$ cat src/rtl/tone_detector_if.sv
// Bundles the tone line and the measurement results of tone_detector.
// slave = detector side, master = the block driving tone_in and consuming results.
interface tone_detector_if #(
  parameter int CNT_W = 20
);
  logic             tone_in;
  logic [CNT_W-1:0] period;
  logic             period_valid;
  logic [2:0]       note;
  logic             note_hit;
  logic             note_locked;
  logic             silent;

  modport master (
    output tone_in,
    input  period,
    input  period_valid,
    input  note,
    input  note_hit,
    input  note_locked,
    input  silent
  );

  modport slave (
    input  tone_in,
    output period,
    output period_valid,
    output note,
    output note_hit,
    output note_locked,
    output silent
  );
endinterface

$ cat src/rtl/tone_detector.sv
// Measures the rising-to-rising period of a square-wave tone and classifies it
// against the C4..C5 scale; flags lock on repeated matches and silence on timeout.
module tone_detector #(
  parameter int CLK_FREQ   = 100_000_000,
  parameter int CNT_W      = 20,
  parameter int TOL_SHIFT  = 5,
  parameter int MIN_PERIOD = 1000,
  parameter int TIMEOUT    = 1_000_000
) (
  input  logic          clk_100mHz,
  input  logic          rst_n,
  tone_detector_if.slave bus
);

  localparam int NOTES = 8;
  localparam int PW    = CNT_W + 1;

  localparam logic [PW-1:0]    MIN_P   = PW'(MIN_PERIOD);
  localparam logic [CNT_W-1:0] TO_LAST = CNT_W'(TIMEOUT - 1);

  typedef enum logic {
    IDLE,
    MEASURE
  } state_t;

  function automatic int note_hz(input int idx);
    case (idx)
      0:       return 262;
      1:       return 294;
      2:       return 330;
      3:       return 349;
      4:       return 392;
      5:       return 440;
      6:       return 494;
      default: return 523;
    endcase
  endfunction

  // Synchronizer plus edge-detect flop
  logic s1_reg, s2_reg, s3_reg;
  logic rise;

  always_ff @(posedge clk_100mHz) begin
    if (!rst_n) begin
      s1_reg <= 1'b0;
      s2_reg <= 1'b0;
      s3_reg <= 1'b0;
    end else begin
      s1_reg <= bus.tone_in;
      s2_reg <= s1_reg;
      s3_reg <= s2_reg;
    end
  end

  assign rise = s2_reg & ~s3_reg;

  state_t           state_reg, state_next;
  logic [CNT_W-1:0] cnt_reg, cnt_next;
  logic [CNT_W-1:0] cnt_sat;
  logic [PW-1:0]    p_cur;
  logic [CNT_W-1:0] period_meas;

  logic [CNT_W-1:0] period_reg, period_next;
  logic             pv_reg, pv_next;
  logic [2:0]       note_reg, note_next;
  logic             hit_reg, hit_next;
  logic             locked_reg, locked_next;
  logic             silent_reg, silent_next;

  // p is one wider than cnt so the all-ones count still measures correctly
  assign p_cur       = PW'(cnt_reg) + PW'(1);
  assign period_meas = p_cur[CNT_W] ? {CNT_W{1'b1}} : p_cur[CNT_W-1:0];
  assign cnt_sat     = (cnt_reg == {CNT_W{1'b1}}) ? cnt_reg : cnt_reg + CNT_W'(1);

  // One tolerance window per note; overlapping windows resolve to the lower index
  logic [NOTES-1:0] match;

  for (genvar gi = 0; gi < NOTES; gi++) begin : g_ref
    localparam logic [PW-1:0] REF = PW'(CLK_FREQ / note_hz(gi));
    localparam logic [PW-1:0] TOL = REF >> TOL_SHIFT;
    logic [PW-1:0] diff;

    assign diff       = (p_cur >= REF) ? (p_cur - REF) : (REF - p_cur);
    assign match[gi]  = (diff <= TOL);
  end

  logic       cls_hit;
  logic [2:0] cls_note;

  always_comb begin
    cls_hit  = |match;
    cls_note = 3'd0;
    for (int i = NOTES - 1; i >= 0; i--) begin
      if (match[i]) begin
        cls_note = 3'(i);
      end
    end
  end

  always_comb begin
    state_next  = state_reg;
    cnt_next    = cnt_reg;
    period_next = period_reg;
    pv_next     = 1'b0;
    note_next   = note_reg;
    hit_next    = hit_reg;
    locked_next = locked_reg;
    silent_next = silent_reg;

    case (state_reg)
      IDLE: begin
        // First edge after silence or reset only starts the measurement
        if (rise) begin
          state_next = MEASURE;
          cnt_next   = '0;
        end
      end

      MEASURE: begin
        cnt_next = cnt_sat;
        if (rise && (p_cur >= MIN_P)) begin
          cnt_next    = '0;
          pv_next     = 1'b1;
          period_next = period_meas;
          note_next   = cls_note;
          hit_next    = cls_hit;
          locked_next = cls_hit & hit_reg & (cls_note == note_reg);
          silent_next = 1'b0;
        end else if (!rise && (cnt_reg == TO_LAST)) begin
          state_next  = IDLE;
          cnt_next    = '0;
          hit_next    = 1'b0;
          locked_next = 1'b0;
          silent_next = 1'b1;
        end
      end

      default: begin
        state_next = IDLE;
        cnt_next   = '0;
      end
    endcase
  end

  always_ff @(posedge clk_100mHz) begin
    if (!rst_n) begin
      state_reg  <= IDLE;
      cnt_reg    <= '0;
      period_reg <= '0;
      pv_reg     <= 1'b0;
      note_reg   <= 3'd0;
      hit_reg    <= 1'b0;
      locked_reg <= 1'b0;
      silent_reg <= 1'b1;
    end else begin
      state_reg  <= state_next;
      cnt_reg    <= cnt_next;
      period_reg <= period_next;
      pv_reg     <= pv_next;
      note_reg   <= note_next;
      hit_reg    <= hit_next;
      locked_reg <= locked_next;
      silent_reg <= silent_next;
    end
  end

  assign bus.period       = period_reg;
  assign bus.period_valid = pv_reg;
  assign bus.note         = note_reg;
  assign bus.note_hit     = hit_reg;
  assign bus.note_locked  = locked_reg;
  assign bus.silent       = silent_reg;

endmodule
$ cat src/flat_wrapper.sv
// flat-port wrapper written by rule: the top's interface ports become plain ports
module tone_detector_flat 
#(
  parameter int CLK_FREQ   = 100_000_000,
  parameter int CNT_W      = 20,
  parameter int TOL_SHIFT  = 5,
  parameter int MIN_PERIOD = 1000,
  parameter int TIMEOUT    = 1_000_000
)
  (clk_100mHz, rst_n, bus_tone_in, bus_period, bus_period_valid, bus_note, bus_note_hit, bus_note_locked, bus_silent);
  tone_detector_if #(.CNT_W(CNT_W)) bus_i ();
  input  logic clk_100mHz;
  input  logic rst_n;
  input wire logic [$bits(bus_i.tone_in)-1:0] bus_tone_in;
  output wire logic [$bits(bus_i.period)-1:0] bus_period;
  output wire logic [$bits(bus_i.period_valid)-1:0] bus_period_valid;
  output wire logic [$bits(bus_i.note)-1:0] bus_note;
  output wire logic [$bits(bus_i.note_hit)-1:0] bus_note_hit;
  output wire logic [$bits(bus_i.note_locked)-1:0] bus_note_locked;
  output wire logic [$bits(bus_i.silent)-1:0] bus_silent;
  assign bus_i.tone_in = bus_tone_in;
  assign bus_period = bus_i.period;
  assign bus_period_valid = bus_i.period_valid;
  assign bus_note = bus_i.note;
  assign bus_note_hit = bus_i.note_hit;
  assign bus_note_locked = bus_i.note_locked;
  assign bus_silent = bus_i.silent;
  tone_detector #(.CLK_FREQ(CLK_FREQ), .CNT_W(CNT_W), .TOL_SHIFT(TOL_SHIFT), .MIN_PERIOD(MIN_PERIOD), .TIMEOUT(TIMEOUT)) u_core (.clk_100mHz(clk_100mHz), .rst_n(rst_n), .bus(bus_i));
endmodule
$ cat config.mk
export PLATFORM = sky130hd
export DESIGN_NAME = tone_detector_flat
export DESIGN_NICKNAME = d
export VERILOG_FILES = /design/src/rtl/tone_detector_if.sv /design/src/rtl/tone_detector.sv /design/src/flat_wrapper.sv
export SDC_FILE = /design/constraint.sdc
export NUM_CORES = 1
export LEC_CHECK = 0
export CELL_PAD_IN_SITES_DETAIL_PLACEMENT = 2
export CELL_PAD_IN_SITES_GLOBAL_PLACEMENT = 2
export CORE_MARGIN = 1
export CORE_UTILIZATION = 40
export DETAILED_ROUTE_END_ITERATION = 7
export GPL_TIMING_DRIVEN = 0
export PLACE_DENSITY = 0.88
export REMOVE_ABC_BUFFERS = 1
export SYNTH_ARGS = -nofsm -noshare
export SYNTH_HDL_FRONTEND = slang
export SYNTH_SLANG_ARGS = --single-unit
$ cat constraint.sdc
create_clock -name clk_100mHz -period 10.8 [get_ports clk_100mHz]
set_clock_uncertainty 0.05 [all_clocks]
set_input_delay 1.08 -clock clk_100mHz [delete_from_list [all_inputs] [get_ports clk_100mHz]]
set_output_delay 1.08 -clock clk_100mHz [all_outputs]
set_load 0.005 [all_outputs]
; Word level (Yosys, flattened, before mapping)
; Cells that the tools add are included.
; W data, S select, Z words.
[word_totals]
register_bits = 51
inputBits = 3
out_inout_bits = 27
word_cells = 97
[classes]
add_sub_neg = 18
order_cmp = 17
n_eq_ne = 5
muxes = 32
bitwise = 5
n_reduce_logical = 9
[op_table]
columns = op, count
row1 = $mux W21, 8
row2 = $mux W20, 5
row3 = $ge A21 B18 Y1 const B, 4
row4 = $ge A21 B19 Y1 const B, 4
row5 = $le A21 B13 Y1 const B, 4
row6 = $le A21 B14 Y1 const B, 4
row7 = $sub A18 B21 Y21 const A, 4
row8 = $sub A19 B21 Y21 const A, 4
row9 = $sub A21 B18 Y21 const B, 4
row10 = $sub A21 B19 Y21 const B, 4
row11 = $eq A20 B20 Y1 const B, 2
row12 = $pmux W20 S2, 1
row13 = $mux W3, 8
row14 = $add A20 B1 Y21 const B, 1
row15 = $ge A21 B10 Y1 const B, 1
row16 = $add A20 B1 Y20 const B, 1
row17 = $mux W1, 9
row18 = $reduce_and A2 Y1, 4
row19 = $reduce_or A8 Y1, 1
row20 = $ne A4 B4 Y1 const B, 1
row21 = $and A1 B1 Y1, 3
row22 = $eq A3 B3 Y1, 1
row23 = $logic_and A1 B1 Y1, 2
row24 = $ne A2 B1 Y1 const B, 1
row25 = other kinds (4), 5

; Logic depth before layout (Yosys ltp)
; Gate-level depths: netlist (run 1).
[logic_depth]
depth_word = 15
ltp_mapped = 23
mapped_depth_nobuf = 20

; Worst setup path after synthesis (run 1)
; Ideal clock, no wire load.
[synth_timing]
path_type = reg-to-reg
from = register u_core.cnt_reg[0]
to = register u_core.locked_reg, in the netlist u_core.bus.note_locked
setup_ps = 116
t_arrival_ps = 5006
required_time_ps = 10634
setup_slack_ps = 5629
path_stages_with_launch = 22
n_path_buf = 3
synth_period_minus_slack_ps = 5171
path_cell_list = dfxtp_1 -> ha_1 -> buf_1 -> nand3_1 -> xnor2_2 -> inv_1 -> clkbuf_1 -> ha_1 -> a21boi_1 -> o21ai_0 -> a31oi_1 -> o21a_1 -> a21o_1 -> buf_2 -> mux2i_1 -> xnor2_1 -> nor4_1 -> a211oi_1 -> a21boi_1 -> a2111o_1 -> nand3_1 -> a31o_1
[synth_between]
elab_chain_len = 15
word_cells_on_any_way = 60
cone_classes = 17 x add/sub / 17 x order compare / 2 x eq/ne / 17 x mux / 2 x bitwise / 5 x reduce/logical
[synth_lines]
columns = item, line
row1 = start: declaration, tone_detector.sv:58  ; logic [CNT_W-1:0] cnt_reg, cnt_next;
row2 = start signal: assignment, tone_detector.sv:157  ; cnt_reg <= cnt_next;
row3 = $add A20 B1 Y21, tone_detector.sv:71  ; assign p_cur = PW'(cnt_reg) + PW'(1);
row4 = "$sub A18 B21 Y21, or another cell as far along", tone_detector.sv:83  ; assign diff = (p_cur >= REF) ? (p_cur - REF) : (REF - p_cur);
row5 = $mux W21, tone_detector.sv:83
row6 = $le A21 B13 Y1, tone_detector.sv:84  ; assign match[gi] = (diff <= TOL);
row7 = $mux W3 (8 in a row), tone_detector.sv:94  ; if (match[i]) begin
row8 = $eq A3 B3 Y1, tone_detector.sv:127  ; locked_next = cls_hit & hit_reg & (cls_note == note_reg);
row9 = $and A1 B1 Y1, tone_detector.sv:127
row10 = $mux W1, tone_detector.sv:121  ; if (rise && (p_cur >= MIN_P)) begin
row11 = end signal: assignment, tone_detector.sv:162  ; locked_reg <= locked_next;
row12 = end: declaration, tone_detector.sv:67  ; logic locked_reg, locked_next;
; Several ways; a longest one is shown, not always the timed one.
; A chain may end at the register's enable or synchronous reset.

; Final worst setup path (run 1)
; Ends and elaborated chain as after synthesis.

==> results by group, run 1 <==
Clock tree
  • Maximum root-to-sink buffer count: 2
  • Post-cts repair resize count: 0
  • Clk Latency, worst-skew pair: ~0.32 ns
  • CTS Hold Bufs: 0
  • Root cell of the clock tree: clkbuf_16
  • Num Clock Sinks: 51
  • Worst-path clk slew: about 0.090 ns
  • Post CTS Setup Buffer Count: 0
  • TritonCTS clock tree: done
  • H-tree levels: 2
  • CTS Buf Count: 5

Place
  • Worst setup slack before clock tree synthesis: 2.14 ns
  • Placer congestion estimate: approximately 1
  • Dpl hpwl: 44,100 µm
  • Port Buffers: 29

Cells and area
  • Fraction of layout cells with a size suffix above 1: under 10%
  • End-of-flow core utilization: 43.8%
  • Diodes inserted: 0
  • Signed area change from the synthesized netlist to the final layout: 7.50%
  • Final layout net count: about 1.5k

Route
  • Mean number of vias per cell: between 7 and 8
  • # DRC: 0
  • Final ANT Viol Nets: 0
  • Initial DRC Count: around 1.5k
  • Number of detailed-routing iterations run before antenna repair: 5
  • Total length of routed wires: 59,900 µm
  • Mean routed wirelength per cell: 33.6 µm
  • Number of vias in the routed layout: ~14k

Timing
  • Slew Viols, Final: 13
  • Final setup fails: 0
  • RSZ-0062 raised after global routing: no
  • Number of failing hold endpoints at the final stage: 0
  • Period Utilization, post-route: between 80% and 90%
  • Slew at the pin closest to its max-slew limit: 1.53 ns
  • Peak clock frequency supported by timing: between 0.1 and 0.15 GHz
  • Tightest slew margin relative to the limit: -2.69%
  • Crit path setup slack, layout: a little over 2 ns
  • Post-Route Setup TNS: 0 ns
  • Shortest period the worst path allows: ~8.7 ns

Yosys
  • Number of synthesized flops with an enable pin: 0
  • Post-synth design cell area: a little over 10,000 µm²
  • Post-synth top area cell: dfxtp_1
  • Post-synthesis sequential area ratio: under 10%
  • Fraction of synthesized cell area taken by the top area cell type: 9.97%
  • YS warnings: 0
  • Average footprint of a synthesized cell: just under 7 µm²
  • Cell types occupying the most area after synthesis: dfxtp_1 (10%), xnor2_1 (7.2%), a21oi_1 (5.5%)
  • Post-synth top flop: dfxtp_1
  • Post-synth top cells: nand2_1 (132), nor2_1 (127), a21oi_1 (112)
  • Share of synthesized registers carrying an async set or reset: 0%
  • Library cell with the highest instance count after synthesis: nand2_1
  • Number of distinct standard cells referenced by the synthesized netlist: between 100 and 150
  • Synthesized instance count: around 1.5k
  • Synthesis-stage register bit count: slightly above 50

Power
  • Net switching component of the power: between 100 and 150 µW
  • Switching Fraction: 27.9%
  • Combinational Power Share: 4.2%
  • Internal Power: 282 µW
  • VDD IR max: ~0.000064 V
  • Leakage component of the power: approximately 0.004 µW
  • Clock group share of total power: a little under half
  • PwrDens: 35.6 nW/µm²
  • Part of the total power dissipated in sequential elements: 48.5%

Critical path
  • Crit path capture type: flop
  • WP data arrival: a little under 9 ns
  • Crit path kind: reg -> reg
  • Critical Path Source Type: flop
  • Peak fanout along the critical path: 34
  • Required time at the worst-slack endpoint: 10.97 ns

Outcome
  • Run status: finished, violations left
  • Violations in the final reports: max-capacitance violations, max-slew violations

Die
  • Core area: around 25,000 µm²
  • Count of pins on the block boundary: 30
  • Initial cell density of the core: a little over 40%
  • Core Rows: between 50 and 60
  • Area of the die: around 26,000 µm²
  • Die X: approximately 160 µm
  • Vertical extent of the die: approximately 160 µm

Min path
  • Worst hold path class: reg -> reg

Global routing
  • Sum of overflow across all layers after global routing: 0
  • Global-route wire length before repair: 89,800 µm
  • Global Route Usage Sum: 45.0%
  • Via count of the first global-routing pass: 14.6k
  • Maximum number of pins on one net before global-route repair: 52
  • Initial antenna violation count: 1

Job
  • Max-Cap Viols: 1
[path summary, 6_finish.rpt]
check	from	slack, ns	depth (start not counted)	endpoint
worst max-delay path	u_core.cnt_reg[0]	2.06	16	u_core.bus.note_locked
worst min-delay path	u_core.s1_reg	0.42	1	u_core.s2_reg
worst max register to register	u_core.cnt_reg[0]	2.06	16	u_core.bus.note_locked
worst min register to register	u_core.s1_reg	0.42	1	u_core.s2_reg
[logic make-up after synthesis]
group / Yosys count / share of synthesized area [%]
AOI/OAI and AO/OA: 556 / 38.5
DFF: 51 / 9.97
muxes: 29 / 2.86
and+or+nand+nor: 610 / 31.0
xor gates and xnor gates: 96 / 8.29
adders and majority gates: 24 / 2.93
buffers and inverters: 154 / 6.46
[layout by cell type, fill, tap and decap left out, types with 7 or more instances in the layout]
cell / synthesis / final
or4_1: 12 / 12
inv_1: 20 / 20
a22oi_1: 10 / 10
or2_2: 9 / 9
o21ai_0: 108 / 107
nor4_1: 23 / 22
o31ai_1: 14 / 14
o22ai_1: 12 / 11
nand2_1: 132 / 132
xnor2_1: 84 / 79
and2_1: 25 / 25
xor2_1: 11 / 7
a211oi_1: 33 / 33
nor2b_1: 22 / 22
nand3_1: 70 / 70
o2111ai_1: 11 / 11
nand2b_1: 11 / 11
or3_1: 15 / 15
mux2i_1: 27 / 27
and3_1: 18 / 18
a311oi_1: 7 / 7
nor3_1: 72 / 72
ha_1: 24 / 24
nor4_2: 6 / 7
a21oi_1: 112 / 112
dfxtp_1: 51 / 50
o211ai_1: 27 / 27
o31a_1: 9 / 9
o221ai_1: 8 / 8
buf_8: 0 / 15
nor2_2: 2 / 10
o21a_1: 13 / 13
a21o_1: 16 / 16
a31oi_1: 30 / 29
nor2_1: 127 / 118
a2111oi_0: 11 / 10
o211a_1: 26 / 26
a21boi_0: 8 / 8
clkdlybuf4s50_1: 0 / 28
nand4_1: 32 / 32
[metrics by stage]
step | hold WS, ns | area (µm²) | power, µW | instances
after CTS | 0.424 | 11000 | 390 | 1779
final | 0.417 | 11000 | 392 | 1782
after floorplan | 0.362 | 9670 | 201 | 1390
after global placement | 0.365 | 10400 | 208 | 1749
after global routing | 0.436 | 11000 | 399 | 1782
after detailed placement | 0.404 | 10800 | 210 | 1771
[critical path, stage by stage, from the launching register on]
cell and delay [ns]:
dfxtp_2 0.88, ha_1 1.02, clkinv_1 0.77, nor4_2 0.65
or2_1 1.16, nand4_1 0.54, o311ai_0 0.60, a21oi_1 0.47
nand2_1 0.50, o2111a_1 0.28, a221oi_1 0.08, o21ai_0 0.37
nand4_1 0.31, a21boi_1 0.43, a2111o_1 0.21, nand3_1 0.08
a31o_1 0.20
[layer usage]
| layer | wire length, µm | track usage (%) |
|---|---|---|
| met5 | 0 | 0 |
| met4 | 4580 | 33.7 |
| met3 | 6010 | 9.45 |
| met2 | 27400 | 72.8 |
| met1 | 21900 | 52.2 |
[power groups by stage]
stage | clock network (µW) | registers, µW | logic [µW]
2_1_floorplan | 0 | 194 | 7.42
4_1_cts | 184 | 190 | 16.0
3_5_place_dp | 0 | 194 | 16.0
5_1_grt | 191 | 190 | 17.5
3_3_place_gp | 0 | 194 | 13.7
6_report | 185 | 190 | 16.5
[cell type report]
| cell class | instances | area, µm² |
|---|---|---|
| fill | 3010 | 14100 |
| multi-input combinational | 1315 | 8680 |
| timing repair buffer | 54 | 651 |
| clock inverter | 3 | 27.5 |
| inverter | 24 | 90.1 |
| clock buffer | 5 | 125 |
| tap | 330 | 413 |
| sequential | 51 | 1020 |
Power figures use the tool's default switching activity.
==> run 2: changes to the inputs <==
--- a/config.mk
+++ b/config.mk
@@ -8,10 +8,10 @@
 export CELL_PAD_IN_SITES_DETAIL_PLACEMENT = 2
 export CELL_PAD_IN_SITES_GLOBAL_PLACEMENT = 2
 export CORE_MARGIN = 1
-export CORE_UTILIZATION = 40
+export CORE_UTILIZATION = 33
 export DETAILED_ROUTE_END_ITERATION = 7
 export GPL_TIMING_DRIVEN = 0
-export PLACE_DENSITY = 0.88
+export PLACE_DENSITY = 0.78
 export REMOVE_ABC_BUFFERS = 1
 export SYNTH_ARGS = -nofsm -noshare
 export SYNTH_HDL_FRONTEND = slang
==> constraint.sdc (replaced) <==
create_clock -name clk_100mHz -period 7.8 [get_ports clk_100mHz]
set_clock_uncertainty 0.05 [all_clocks]
set_input_delay 0.78 -clock clk_100mHz [delete_from_list [all_inputs] [get_ports clk_100mHz]]
set_output_delay 0.78 -clock clk_100mHz [all_outputs]
set_load 0.005 [all_outputs]
==> run 2 against run 1 <==
Net effect:
- the run ends with max-capacitance violations left
- register-to-register slack got worse by 1.7 ns
- maximum frequency increased by 17%
- final cell count increased by 3.7%
- die area increased by 21%
- wire length decreased by 7.5%
- flip-flop and latch count unchanged
- global-route usage decreased by 10 points
- sequential power increased by 38%
- clock power increased by 42%
- core utilization decreased by 7.4 points
- total power increased by 40%
- largest cell class unchanged
- largest power group unchanged
==> results by group, run 2 (same netlist as run 1, synthesis figures left out) <==
Outcome
  • Run status: finished, violations left
  • Violations in the final reports: max-capacitance violations

Cells and area
  • Commonest non-fill, non-tap cells in the layout: nand2_1 (132), nor2_1 (116), a21oi_1 (111)
  • Leading cell type in the layout, fill and taps excluded: nand2_1
  • Post-route insts no fill: roughly 1.8k
  • Fraction of layout cells with a size suffix above 1: roughly 8.7%
  • Final layout net count: 1,478
  • Sequential cell area: 1020 µm²
  • Final cell area excluding filler cells: around 11,000 µm²
  • Diodes inserted: 0
  • End-of-flow core utilization: approximately 36%
  • Signed area change from the synthesized netlist to the final layout: 8.74%
  • Multi-input combinational cell area: roughly 8700 µm²
  • Filler Cell Count: between 3k and 4k

Clock tree
  • Root cell of the clock tree: clkbuf_16
  • CTS Buf Count: 5
  • Clk Latency, worst-skew pair: 0.31 ns
  • Worst-path clk slew: ~0.080 ns
  • TritonCTS clock tree: done
  • H-tree levels: 2
  • Num Clock Sinks: 51
  • CTS Hold Bufs: 0
  • Maximum root-to-sink buffer count: 2

Timing
  • RSZ-0062 raised after global routing: no
  • Shortest period the worst path allows: about 7.5 ns
  • Slew at the pin closest to its max-slew limit: approximately 1.5 ns
  • Crit path setup slack, layout: about 0.35 ns
  • Number of failing hold endpoints at the final stage: 0
  • Tightest slew margin relative to the limit: 1.50%
  • Peak clock frequency supported by timing: 0.134 GHz
  • Final setup fails: 0
  • Slew Viols, Final: 0
  • Period Utilization, post-route: a little over nine tenths

Critical path
  • Dominant delay contributor by cell family on the critical path: compound AO/OA/AOI/OAI gates
  • Crit path largest cell delay: about 0.80 ns
  • Cell-by-cell trace of the critical path: ha_2 > nand3_1 > xnor2_4 > clkinvlp_4 > ha_1 > a21boi_1 > o21ai_0 > a31oi_1 > o21a_1 > a21o_1 > mux2i_1 > xnor2_1 > nor4_1 > a211oi_1 > a21boi_1 > a2111o_1 > nand3_1 > a31o_1
  • Required time at the worst-slack endpoint: around 8.0 ns
  • Critical Path Source Type: flop
  • WP data arrival: roughly 7.6 ns
  • Peak fanout along the critical path: 15
  • Crit path kind: reg -> reg
  • Crit. Startpoint: u_core.cnt_reg[1]
  • Crit path capture type: flop
  • Worst R2R Start: u_core.cnt_reg[1]
  • Master of the slowest instance on the critical path: dfxtp_1
  • Count of buffer and inverter cells on the critical path: 1

Min path
  • Startpoint of the most critical hold path: u_core.s2_reg
  • Worst hold path class: reg -> reg

Global routing
  • Sum of overflow across all layers after global routing: 0
  • Fraction of met2 tracks used by global routing: 55.9%
  • Global Route Usage Sum: between 30% and 40%
  • Via count of the first global-routing pass: roughly 13k
  • Met1 global-route usage: between 40% and 50%
  • Met3 usage: around 4%
  • Initial antenna violation count: 0
  • Global-route wire length before repair: roughly 83,000 µm
  • Most heavily used metal layer in global routing: met2
  • Maximum number of pins on one net before global-route repair: 52

Power
  • Combinational Power Share: under 10%
  • PwrDens: slightly below 50 nW/µm²
  • Clock group share of total power: 48.1%
  • Leakage component of the power: 0.00389 µW
  • Part of the total power dissipated in sequential elements: 48.1%
  • Switching Fraction: approximately 23%
  • Internal Power: roughly 420 µW
  • Net switching component of the power: 126 µW
  • VDD IR max: between 0.00015 and 0.0002 V
  • Overall power consumption: around 550 µW

Route
  • Mean number of vias per cell: about 7
  • Final ANT Viol Nets: 0
  • Number of vias in the routed layout: around 13k
  • # DRC: 0
  • Number of detailed-routing iterations run before antenna repair: 5
  • Initial DRC Count: around 1.1k
  • Total length of routed wires: ~55,000 µm
  • Mean routed wirelength per cell: 30.0 µm

Die
  • Core area: 30,600 µm²
  • Area of the die: ~32,000 µm²
  • Initial cell density of the core: between 30% and 40%
  • Core Rows: 64
  • Vertical extent of the die: 178 µm
  • Die X: between 150 and 200 µm
  • Count of pins on the block boundary: 30

Place
  • Dpl hpwl: 41,900 µm
  • Placed cell area: approximately 11,000 µm²
  • Worst setup slack before clock tree synthesis: -1.13 ns
  • Placed Cells: around 1.8k
  • Placer congestion estimate: slightly above 0.9
  • Port Buffers: 29

Job
  • Max-Cap Viols: 1
[run 2: cell count changes in the layout (fill, tap and decap cells not counted), sizes merged]
cell,delta
buf,-1
bufinv,+1
clkinv,+1
clkinvlp,+2
inv,-3
[run 2: routing by layer]
| metal | part of all wire (%) | up-vias |
|---|---|---|
| met5 | 0 | - |
| met2 | 45 | 588 |
| met3 | 6.8 | 155 |
| met1 | 42 | 6572 |
| li1 | - | 5663 |
| met4 | 5.8 | 0 |
[run 2: stage by stage]
stage               hold WS [ns]  TNS, ns
CTS                        0.409        0
global route               0.430        0
detailed placement         0.394    -4.17
finish                     0.404        0
floorplan                  0.362        0
global placement           0.366   -64.13
[run 2: power by group through the flow]
stage / combinational, µW / sequential [µW] / clock, µW
5_1_grt: 22.4 / 263 / 276
3_3_place_gp: 18.6 / 269 / 0
6_report: 20.8 / 263 / 263
2_1_floorplan: 10.3 / 268 / 0
3_5_place_dp: 20.5 / 269 / 0
4_1_cts: 20.9 / 263 / 270
[run 2: path summary, 6_finish.rpt]
check | end | slack [ns] | depth (start not counted)
worst max-delay path | u_core.bus.note_locked | 0.35 | 18
worst min-delay path | u_core.s3_reg | 0.40 | 1
worst max register to register | u_core.bus.note_locked | 0.35 | 18
worst min register to register | u_core.s3_reg | 0.40 | 1
[run 2: repair_timing]
action / 4_1_cts / 5_1_grt
gates cloned: 0 / 1
endpoints found under the setup margin: 5 / 5
buffers inserted: 2 / 0
pin swaps: 1 / 0
gates resized for setup: 6 / 9
endpoints found under the hold margin: 0 / 0
[run 2: final cells by class]
class                      count  area share, %
multi-input combinational   1315           78.5
sequential                    51           9.20
timing repair buffer          53           5.42
tap                          396           4.45
clock buffer                   5           1.12
inverter                      24          0.877
clock inverter                 3          0.427
timing repair inverter         1         0.0450
[run 2: worst register-to-register path: stages, from the launching register on]
cell and delay [ns]:
dfxtp_1 0.80, ha_2 0.57, nand3_1 0.29, xnor2_4 0.57, clkinvlp_4 0.48, ha_1 0.42
a21boi_1 0.50, o21ai_0 0.38, a31oi_1 0.59, o21a_1 0.31, a21o_1 0.45, mux2i_1 0.27
xnor2_1 0.12, nor4_1 0.49, a211oi_1 0.16, a21boi_1 0.43, a2111o_1 0.23, nand3_1 0.07
a31o_1 0.18
==> run 3: changes to the inputs <==
--- a/config.mk
+++ b/config.mk
@@ -5,6 +5,7 @@
 export SDC_FILE = /design/constraint.sdc
 export NUM_CORES = 1
 export LEC_CHECK = 0
+export CAP_MARGIN = 10
 export CELL_PAD_IN_SITES_DETAIL_PLACEMENT = 2
 export CELL_PAD_IN_SITES_GLOBAL_PLACEMENT = 2
 export CORE_MARGIN = 1
==> run 3 against run 2 <==
Net effect:
- the flow now finishes without violations
- die area is the same
- core utilization rose by 0.090 points
- critical path type unchanged
- via count rose by 0.66%
- sequential power barely moved
- register-to-register slack worse by 0.20 ns
- largest cell class unchanged
- maximum frequency shrank 2.6%
- highest routed layer unchanged
- critical endpoint unchanged
- global-route usage about the same
==> results by group, run 3 (same netlist as run 1, synthesis figures left out) <==
Outcome
  • Run status: completed

Min path
  • Startpoint of the most critical hold path: u_core.s2_reg
  • Hold depth: 1
  • Capture endpoint of the worst hold path: u_core.s3_reg
  • Worst hold path class: reg -> reg

Timing
  • Shortest period the worst path allows: 7.65 ns
  • Tightest slew margin relative to the limit: under 10%
  • Peak clock frequency supported by timing: between 0.1 and 0.15 GHz
  • Slew Viols, Final: 0
  • Number of failing hold endpoints at the final stage: 0
  • Slew at the pin closest to its max-slew limit: between 1 and 1.5 ns
  • Post-Route Setup TNS: 0 ns
  • Final setup fails: 0
  • Period Utilization, post-route: a little under 100%
  • RSZ-0062 raised after global routing: no

Clock tree
  • CTS Hold Bufs: 0
  • Num Clock Sinks: 51
  • Maximum root-to-sink buffer count: 2
  • H-tree levels: 2
  • Post CTS Setup Buffer Count: 0
  • Root cell of the clock tree: clkbuf_16
  • Clk Latency, worst-skew pair: slightly above 0.3 ns
  • TritonCTS clock tree: done
  • CTS Buf Count: 5
  • Worst-path clk slew: 0.08 ns

Place
  • Placer congestion estimate: ~0.93
  • Port Buffers: 29
  • Dpl hpwl: 42,200 µm
  • Placed Cells: between 1.5k and 2k

Die
  • Initial cell density of the core: 33.5%
  • Die X: 178 µm
  • Core Rows: between 60 and 70
  • Count of pins on the block boundary: 30
  • Area of the die: between 30,000 and 40,000 µm²
  • Vertical extent of the die: between 150 and 200 µm
  • Core area: between 30,000 and 40,000 µm²

Global routing
  • Global Route Usage Sum: roughly a third
  • Sum of overflow across all layers after global routing: 0
  • Initial antenna violation count: 0
  • Maximum number of pins on one net before global-route repair: 52
  • Via count of the first global-routing pass: 13.3k
  • Global-route wire length before repair: slightly above 80,000 µm

Critical path
  • Worst reg2reg setup slack: between 0.1 and 0.15 ns
  • Critical Path Source Type: flop
  • WP data arrival: between 7 and 8 ns
  • Depth of the worst register-to-register path: 18
  • Worst R2R Start: u_core.cnt_reg[1]
  • Required time at the worst-slack endpoint: 7.96 ns
  • Reg2reg end: u_core.bus.note_locked
  • Peak fanout along the critical path: 15
  • Crit path capture type: flop
  • Crit path kind: reg -> reg

Job
  • Max-Cap Viols: 0

Route
  • Total length of routed wires: ~56,000 µm
  • Mean number of vias per cell: 7.06
  • Mean routed wirelength per cell: about 30 µm
  • Final ANT Viol Nets: 0
  • Number of vias in the routed layout: between 10k and 15k
  • Initial DRC Count: roughly 1k
  • # DRC: 0
  • Number of detailed-routing iterations run before antenna repair: 6

Cells and area
  • Signed area change from the synthesized netlist to the final layout: 9.01%
  • End-of-flow core utilization: between 30% and 40%
  • Commonest non-fill, non-tap cells in the layout: nand2_1 (132), nor2_1 (116), a21oi_1 (111)
  • Fraction of layout cells with a size suffix above 1: 8.73%
  • Diodes inserted: 0
  • Post-route insts no fill: 1,851
  • Leading cell type in the layout, fill and taps excluded: nand2_1
  • Final layout net count: between 1k and 1.5k

Power
  • Switching Fraction: between 20% and 30%
  • Clock group share of total power: between 40% and 50%
  • VDD IR max: about 0.00017 V
  • Internal Power: ~420 µW
  • Leakage component of the power: slightly below 0.004 µW
  • Combinational Power Share: between 4 and 5%
  • PwrDens: 48.7 nW/µm²
  • Part of the total power dissipated in sequential elements: approximately half
  • Net switching component of the power: ~120 µW
-- run 3: changes by cell type in the layout (fill, tap and decap cells not counted), sizes merged --
cell and delta:
inv +1, clkinv -1, buf +3
-- run 3: critical path: stages, from the launching register on --
cell,delay (ns)
dfxtp_1,0.85
ha_2,0.59
nand3_1,0.28
xnor2_4,0.59
clkinvlp_4,0.49
ha_1,0.42
a21boi_1,0.50
o21ai_0,0.37
a31oi_1,0.57
o21a_1,0.32
a21o_1,0.47
mux2i_1,0.28
xnor2_1,0.12
nor4_1,0.52
a211oi_1,0.16
a21boi_1,0.47
a2111o_1,0.24
nand3_1,0.06
a31o_1,0.18
-- run 3: final cells by class --
| cell class | count | area (µm²) |
|---|---|---|
| clock buffers | 5 | 125 |
| clock inverters | 3 | 46.3 |
| fillers | 3672 | 19400 |
| inverters | 24 | 93.8 |
| multi-input cells | 1315 | 8720 |
| flip-flops and latches | 51 | 1020 |
| well taps | 396 | 495 |
| repair buffers | 56 | 648 |
| repair inverters | 1 | 5.00 |
-- run 3: power by group through the flow --
stage	Combinational [µW]	Sequential (µW)	Clock (µW)
floorplan	10.3	268	0
global placement	18.6	269	0
detailed placement	21.8	268	0
CTS	22.1	262	268
global route	23.8	263	276
finish	22.1	262	259
-- run 3: what timing repair did --
| item | CTS | global route |
|---|---|---|
| resized for setup | 6 | 6 |
| cloned | 0 | 1 |
| endpoints found under the hold margin | 0 | 0 |
| setup endpoints to repair | 5 | 5 |
| pin swaps | 0 | 0 |
-- run 3: layer usage --
metal / track usage [%] / wire, µm
met1: 44.1 / 23900
met4: 19.5 / 3110
met2: 56.2 / 25400
met3: 4.07 / 3410
met5: 0 / 0
-- run 3: worst max path at each step --
stage          cells past startpoint         startpoint                     end  slack, ns
6_report                          18  u_core.cnt_reg[1]  u_core.bus.note_locked       0.15
5_1_grt                           18  u_core.cnt_reg[1]  u_core.bus.note_locked       0.09
4_1_cts                           19  u_core.cnt_reg[0]  u_core.bus.note_locked      0.007
3_5_place_dp                      18  u_core.cnt_reg[0]  u_core.bus.note_locked      -0.64
3_3_place_gp                      15  u_core.cnt_reg[0]  u_core.bus.note_locked      -2.90
2_1_floorplan                     15  u_core.cnt_reg[0]  u_core.bus.note_locked       1.65
-- run 3: per-stage QoR --
stage	hold slack, ns	cell area (µm²)	total power, µW	setup WS, ns
floorplan	0.362	9670	279	1.65
detailed placement	0.394	10900	290	-0.645
global route	0.437	11200	562	0.0909
finish	0.407	11200	543	0.149
CTS	0.410	11100	552	0.00728
global placement	0.366	10500	287	-2.90
